<file path="src/rtl/fetch_stage_pkg.sv">
// Shared MIPS pipeline definitions: NOP encoding, instruction field positions
// and jump-target formation.
package fetch_stage_pkg;

    localparam logic [31:0] NOP = 32'h0000_0000;

    localparam int OP_HI    = 31;
    localparam int OP_LO    = 26;
    localparam int RS_HI    = 25;
    localparam int RS_LO    = 21;
    localparam int RT_HI    = 20;
    localparam int RT_LO    = 16;
    localparam int RD_HI    = 15;
    localparam int RD_LO    = 11;
    localparam int SHAMT_HI = 10;
    localparam int SHAMT_LO = 6;
    localparam int FUNCT_HI = 5;
    localparam int FUNCT_LO = 0;
    localparam int IMM_HI   = 15;
    localparam int IMM_LO   = 0;

    // J-type target: upper nibble of the delay-free PC+4, 26-bit index, word aligned.
    function automatic logic [31:0] jump_target(input logic [31:0] pc_plus4,
                                                input logic [31:0] instr);
        return {pc_plus4[31:28], instr[25:0], 2'b00};
    endfunction

endpackage

</file>
<file path="src/rtl/fetch_skid_buffer.sv">
// One-entry hold register that parks the in-flight fetch word while the
// pipeline is stalled. Clear beats load beats drain.
module fetch_skid_buffer (
    input  logic        clk,
    input  logic        rst,
    input  logic        load,
    input  logic        drain,
    input  logic        clear,
    input  logic [31:0] load_instr,
    input  logic [31:0] load_pc_plus4,
    output logic        hold_valid,
    output logic [31:0] hold_instr,
    output logic [31:0] hold_pc_plus4
);

    always_ff @(posedge clk or posedge rst) begin
        if (rst) begin
            hold_valid <= 1'b0;
        end else if (clear) begin
            hold_valid <= 1'b0;
        end else if (load) begin
            hold_valid <= 1'b1;
        end else if (drain) begin
            hold_valid <= 1'b0;
        end
    end

    // Payload is only meaningful while hold_valid is set, so it carries no reset.
    always_ff @(posedge clk) begin
        if (load && !clear) begin
            hold_instr    <= load_instr;
            hold_pc_plus4 <= load_pc_plus4;
        end
    end

endmodule

</file>
<file path="src/rtl/fetch_stage.sv">
// MIPS instruction-fetch stage with IF/ID register: owns the PC, drives a
// 1-cycle-latency instruction memory, survives stalls and flushes on redirects.
module fetch_stage
    import fetch_stage_pkg::*;
#(
    parameter logic [31:0] PC_RESET    = 32'h0000_0000,
    parameter int          IMEM_ADDR_W = 10
) (
    input  logic                   clk,
    input  logic                   rst,
    input  logic                   stall,
    input  logic                   jump,
    input  logic                   branch_taken,
    input  logic [31:0]            branch_target,
    output logic                   imem_en,
    output logic [IMEM_ADDR_W-1:0] imem_addr,
    input  logic [31:0]            imem_rdata,
    output logic                   id_valid,
    output logic [31:0]            id_instr,
    output logic [31:0]            id_pc_plus4,
    output logic [5:0]             op_code,
    output logic [4:0]             rs,
    output logic [4:0]             rt,
    output logic [4:0]             rd,
    output logic [4:0]             shamt,
    output logic [5:0]             funct,
    output logic [15:0]            imm16
);

    logic [31:0] pc_f;
    logic        inflight_valid;
    logic [31:0] inflight_pc;
    logic        hold_valid;
    logic [31:0] hold_instr;
    logic [31:0] hold_pc_plus4;

    logic        flush;
    logic        issue;
    logic [31:0] redirect_pc;

    // A jump only counts when ID holds a real instruction; branch outranks it.
    always_comb begin
        flush       = branch_taken | (jump & id_valid);
        issue       = ~flush & ~stall;
        redirect_pc = branch_taken ? branch_target : jump_target(id_pc_plus4, id_instr);
    end

    assign imem_en   = issue & ~rst;
    assign imem_addr = pc_f[IMEM_ADDR_W+1:2];

    fetch_skid_buffer u_skid (
        .clk          (clk),
        .rst          (rst),
        .load         (stall & inflight_valid & ~flush),
        .drain        (issue & hold_valid),
        .clear        (flush),
        .load_instr   (imem_rdata),
        .load_pc_plus4(inflight_pc + 32'd4),
        .hold_valid   (hold_valid),
        .hold_instr   (hold_instr),
        .hold_pc_plus4(hold_pc_plus4)
    );

    always_ff @(posedge clk or posedge rst) begin
        if (rst) begin
            pc_f           <= PC_RESET;
            inflight_valid <= 1'b0;
            id_valid       <= 1'b0;
            id_instr       <= NOP;
            id_pc_plus4    <= 32'h0;
        end else if (flush) begin
            pc_f           <= redirect_pc;
            inflight_valid <= 1'b0;
            id_valid       <= 1'b0;
            id_instr       <= NOP;
        end else if (stall) begin
            inflight_valid <= 1'b0;
        end else begin
            pc_f           <= pc_f + 32'd4;
            inflight_valid <= 1'b1;
            // A parked word is older than the one arriving now, so it goes first.
            if (hold_valid) begin
                id_valid    <= 1'b1;
                id_instr    <= hold_instr;
                id_pc_plus4 <= hold_pc_plus4;
            end else if (inflight_valid) begin
                id_valid    <= 1'b1;
                id_instr    <= imem_rdata;
                id_pc_plus4 <= inflight_pc + 32'd4;
            end else begin
                id_valid    <= 1'b0;
                id_instr    <= NOP;
            end
        end
    end

    always_ff @(posedge clk) begin
        if (issue) begin
            inflight_pc <= pc_f;
        end
    end

    assign op_code = id_instr[OP_HI:OP_LO];
    assign rs      = id_instr[RS_HI:RS_LO];
    assign rt      = id_instr[RT_HI:RT_LO];
    assign rd      = id_instr[RD_HI:RD_LO];
    assign shamt   = id_instr[SHAMT_HI:SHAMT_LO];
    assign funct   = id_instr[FUNCT_HI:FUNCT_LO];
    assign imm16   = id_instr[IMM_HI:IMM_LO];

endmodule

</file>
<file path="config.mk">
export PLATFORM = sky130hd
export DESIGN_NAME = fetch_stage
export DESIGN_NICKNAME = d
export VERILOG_FILES = /design/src/rtl/fetch_stage_pkg.sv /design/src/rtl/fetch_skid_buffer.sv /design/src/rtl/fetch_stage.sv
export SDC_FILE = /design/constraint.sdc
export NUM_CORES = 1
export LEC_CHECK = 0
export ABC_AREA = 1
export CORE_UTILIZATION = 47
export DETAILED_ROUTE_END_ITERATION = 10
export GPL_TIMING_DRIVEN = 0
export PLACE_DENSITY = 0.77
export SYNTH_ARGS = -nofsm -noshare
export SYNTH_HDL_FRONTEND = slang
export SYNTH_SLANG_ARGS = --single-unit
</file>
<file path="constraint.sdc">
create_clock -name clk -period 4.2 [get_ports clk]
set_clock_uncertainty 0.2 [all_clocks]
set_input_delay 0.42 -clock clk [delete_from_list [all_inputs] [get_ports clk]]
set_output_delay 0.42 -clock clk [all_outputs]
set_load 0.01 [all_outputs]
</file>
==> reports/results.ini, run 1 <==
[yosys]
mappedNetlistArea_um2 = 9680
synthDistinctLibCells = 37
synth_mux_area_frac = 0
async_flop_share = 0.508
yosys.area_share.simple = 0.237
synth_adder_area_share = 0.00258
synthXorXnorAreaFrac = 0.0145
synth_seq_cells = 195
synthFlopType = dfrtp_1
synth_edf_count = 96
synth_cells = 1098
synth-compound-area-share = 0.101
synth_seq_area_share = 0.554
synth_top_family_by_area = simple AND/OR/NAND/NOR gates
syn_area_per_cell_um2 = 8.82
synth_nets = 1169
yosysWarnings = 0

[grt]
grt_first_pass_wirelength_mm = 43.0
gr-usage-all-layers = 0.264
gr-total-overflow = 0
groute.layer.met3.usage = 0.0580
grt_max_degree = 52
grt_antenna_before_repair = 0
grt_pass1_vias = 8030
use_met1 = 0.331
grt.busiest_layer = met2
met2_usage = 0.444

[clocking]
ctsHoldBuffers = 0
post_cts_buffers = 0
clkSinkCount = 195
post_cts_resized = 0
root_buffer = clkbuf_16
cts_tree = yes
clk_latency_ns = 0.44
clockBufferDepth = 2
cts_buffers = 17
clk_pin_slew_worst_paths_ns = 0.07
h-tree-depth = 4

[timing]
relSlewSlack = 0.315
report.final.slew_viol_count = 0
period_minus_slack_ns = 3.83
finalSetupViolations = 0
worst_slack_ns = 0.372
setup_tns_ns = 0
fmax_ghz = 0.261
hold_violations = 0
worst_pin_slew_ns = 1.02
fin_crit_sh = 0.911
whs_ns = 0.252
grt_setup_unrepaired = no

[critical_path]
cp_top_family = simple AND/OR/NAND/NOR gates
cp_slowest_cell = nor2_4
crit_type = reg -> out
cp.arrival_ns = 3.21
crit_chain = nand2_2 -> nand2_4 -> nor2_4 -> inv_2 -> clkbuf_1 -> nor2_1 -> clkdlybuf4s50_1
worst-path-buf-inv = 3
max_stage_delay_ns = 0.74
critPathLaunchType = register
endpoint_kind = output port
required_ns = 3.58
critPathMaxFanout = 36

[route]
vias = 8274
routedWlPerCell_um = 16.9
drcViolationCount = 0
routed_wl_mm = 26.9
ant_nets = 0
drt-initial-drc-count = 640
viasPerCell = 5.19
firstDrtPassIters = 6

[layout]
final_area_um2 = 12600
final_nets = 1381
area_delta_synth_final_pct = 29.8
layout-drive-gt1-share = 0.102
antenna_cells = 0
fillers = 1714
finalNonFillerCells = 1593

[floorplan]
initial_core_util = 0.479
ios = 193
die_y_um = 146
die_area_um2 = 21200
core.rowCount = 52
die_width_um = 146
core_area_um2 = 20200

[run_status]
outcome = finished clean

[placed_design]
preCtsSetupSlack_ns = 0.370
gp_congestion = 0.887
postPlaceCellArea_um2 = 12000
hpwl_mm = 20.5
dpl.cell_count = 1561
portBuffers = 191

[pwr]
power.density_nw_per_um2 = 380
p_clk_frac = 0.344
p_switching_mw = 1.29
ir_drop_mv = 0.229
p_int_mw = 3.49
seq_power_share = 0.488
leakagePower_nw = 5.14
power_frac_comb = 0.168
sw_frac_of_total = 0.270

[worst_hold_path]
hold_path_class = in -> reg

[flow_run]
cap_violations = 0

## worst paths after layout
| kind | start | end | slack, ns | cells after the start |
|---|---|---|---|---|
| min in group asynchronous | rst | id_instr[26] | 0.37 | 2 |
| max in group asynchronous | rst | id_pc_plus4[23] | 2.72 | 3 |
| hold / removal | branch_taken | pc_f[5] | 0.25 | 5 |
| hold reg to reg | inflight_pc[1] | u_skid.hold_pc_plus4[1] | 0.26 | 0 |
| setup reg to reg | id_valid | u_skid.hold_instr[22] | 1.19 | 8 |
| setup / recovery | id_valid | imem_en | 0.37 | 7 |
## per-layer routing
metal / vias up / wire [um]
li1: 4012 / -
met1: 3871 / 11000
met2: 335 / 13200
met3: 56 / 1930
met4: 0 / 822
met5: - / 0
## power groups by stage
stage | Clock [mW] | Combinational (mW) | Sequential [mW]
after floorplan | 0 | 0.361 | 2.37
after global placement | 0 | 0.785 | 2.36
after detailed placement | 0 | 0.804 | 2.37
after CTS | 1.66 | 0.808 | 2.33
after global routing | 1.74 | 0.880 | 2.36
final | 1.65 | 0.803 | 2.33
## tightest hold or removal path: cells and delay by family
kind | cells | cell delay [ns]
buffers and inverters | 1 | 0.12
and+or+nand+nor | 2 | 0.12
AOI/OAI and AO/OA | 2 | 0.19
## registers in the layout, indices dropped and copies added, names as in the netlist
name,flops
id_instr,32
inflight_pc,32
id_valid,1
pc_f,32
id_pc_plus4,32
u_skid.hold_instr,32
inflight_valid,1
u_skid.hold_valid,1
u_skid.hold_pc_plus4,32
## final cells by class
class / count / area, um2 / area share
buffer: 101 / 652 / 0.0518
clock buffer: 19 / 433 / 0.0344
clock inverter: 13 / 150 / 0.0119
inverter: 61 / 231 / 0.0184
multi-input combinational: 741 / 3450 / 0.274
sequential: 195 / 5360 / 0.426
tap: 270 / 338 / 0.0269
timing repair buffer: 193 / 1960 / 0.156
## layout by cell type (no fill, tap or decap), types with 3 or more instances in the layout
cell	synthesis	final
o211ai_1	6	6
buf_6	5	5
buf_4	58	58
a31oi_1	8	8
a21oi_1	33	33
nor2_4	5	6
nand2_2	3	3
buf_2	14	14
xor2_1	6	6
inv_2	6	6
nor2_1	164	163
o21ai_0	61	61
inv_1	55	54
nand3_1	58	58
o22ai_1	3	3
a22oi_1	32	32
nand2_1	304	304
inv_6	0	3
clkbuf_16	0	17
clkdlybuf4s50_1	0	191
a211oi_1	13	13
dfrtp_1	99	99
xnor2_1	10	10
clkinvlp_4	0	3
edfxtp_1	96	96
nor2_2	8	8
nand3b_1	11	11
clkbuf_1	23	25
## cells by family (layout without fill, tap and decap cells)
group | Yosys count | count (layout)
buffers and inverters | 162 | 387
AOI/OAI and AO/OA | 164 | 164
xor gates and xnor gates | 16 | 16
DFF | 195 | 195
and+or+nand+nor | 559 | 559
adders and majority gates | 2 | 2
## synth_stat cells (10+ instances only)
cell type,n,share of area
a211oi_1,13,0.010
a21oi_1,33,0.017
a22oi_1,32,0.025
buf_2,14,0.0072
buf_4,58,0.045
clkbuf_1,23,0.0089
dfrtp_1,99,0.26
edfxtp_1,96,0.30
inv_1,55,0.021
nand2_1,304,0.12
nand3_1,58,0.030
nand3b_1,11,0.0085
nor2_1,164,0.064
o21ai_0,61,0.032
xnor2_1,10,0.0090
## per-stage QoR
step | power, mW | util
2_1_floorplan | 2.73 | -
3_5_place_dp | 3.17 | 0.593
5_1_grt | 4.97 | 0.621
3_3_place_gp | 3.15 | 0.590
6_report | 4.78 | 0.621
4_1_cts | 4.80 | 0.621
Power figures use the tool's default switching activity.
==> run 2: changes to the inputs <==
--- a/config.mk
+++ b/config.mk
@@ -7,6 +7,7 @@
 export LEC_CHECK = 0
 export ABC_AREA = 1
 export CORE_UTILIZATION = 47
+export CTS_CLUSTER_SIZE = 12
 export DETAILED_ROUTE_END_ITERATION = 10
 export GPL_TIMING_DRIVEN = 0
 export PLACE_DENSITY = 0.77
==> results of run 2 <==
No change in the layout: final DEF, timing and power equal those of run 1.
==> run 3: changes to the inputs <==
--- a/config.mk
+++ b/config.mk
@@ -11,6 +11,7 @@
 export DETAILED_ROUTE_END_ITERATION = 10
 export GPL_TIMING_DRIVEN = 0
 export PLACE_DENSITY = 0.77
+export SKIP_CTS_REPAIR_TIMING = 1
 export SYNTH_ARGS = -nofsm -noshare
 export SYNTH_HDL_FRONTEND = slang
 export SYNTH_SLANG_ARGS = --single-unit
==> results of run 3 <==
No change in the layout: final DEF, timing and power equal those of run 1.
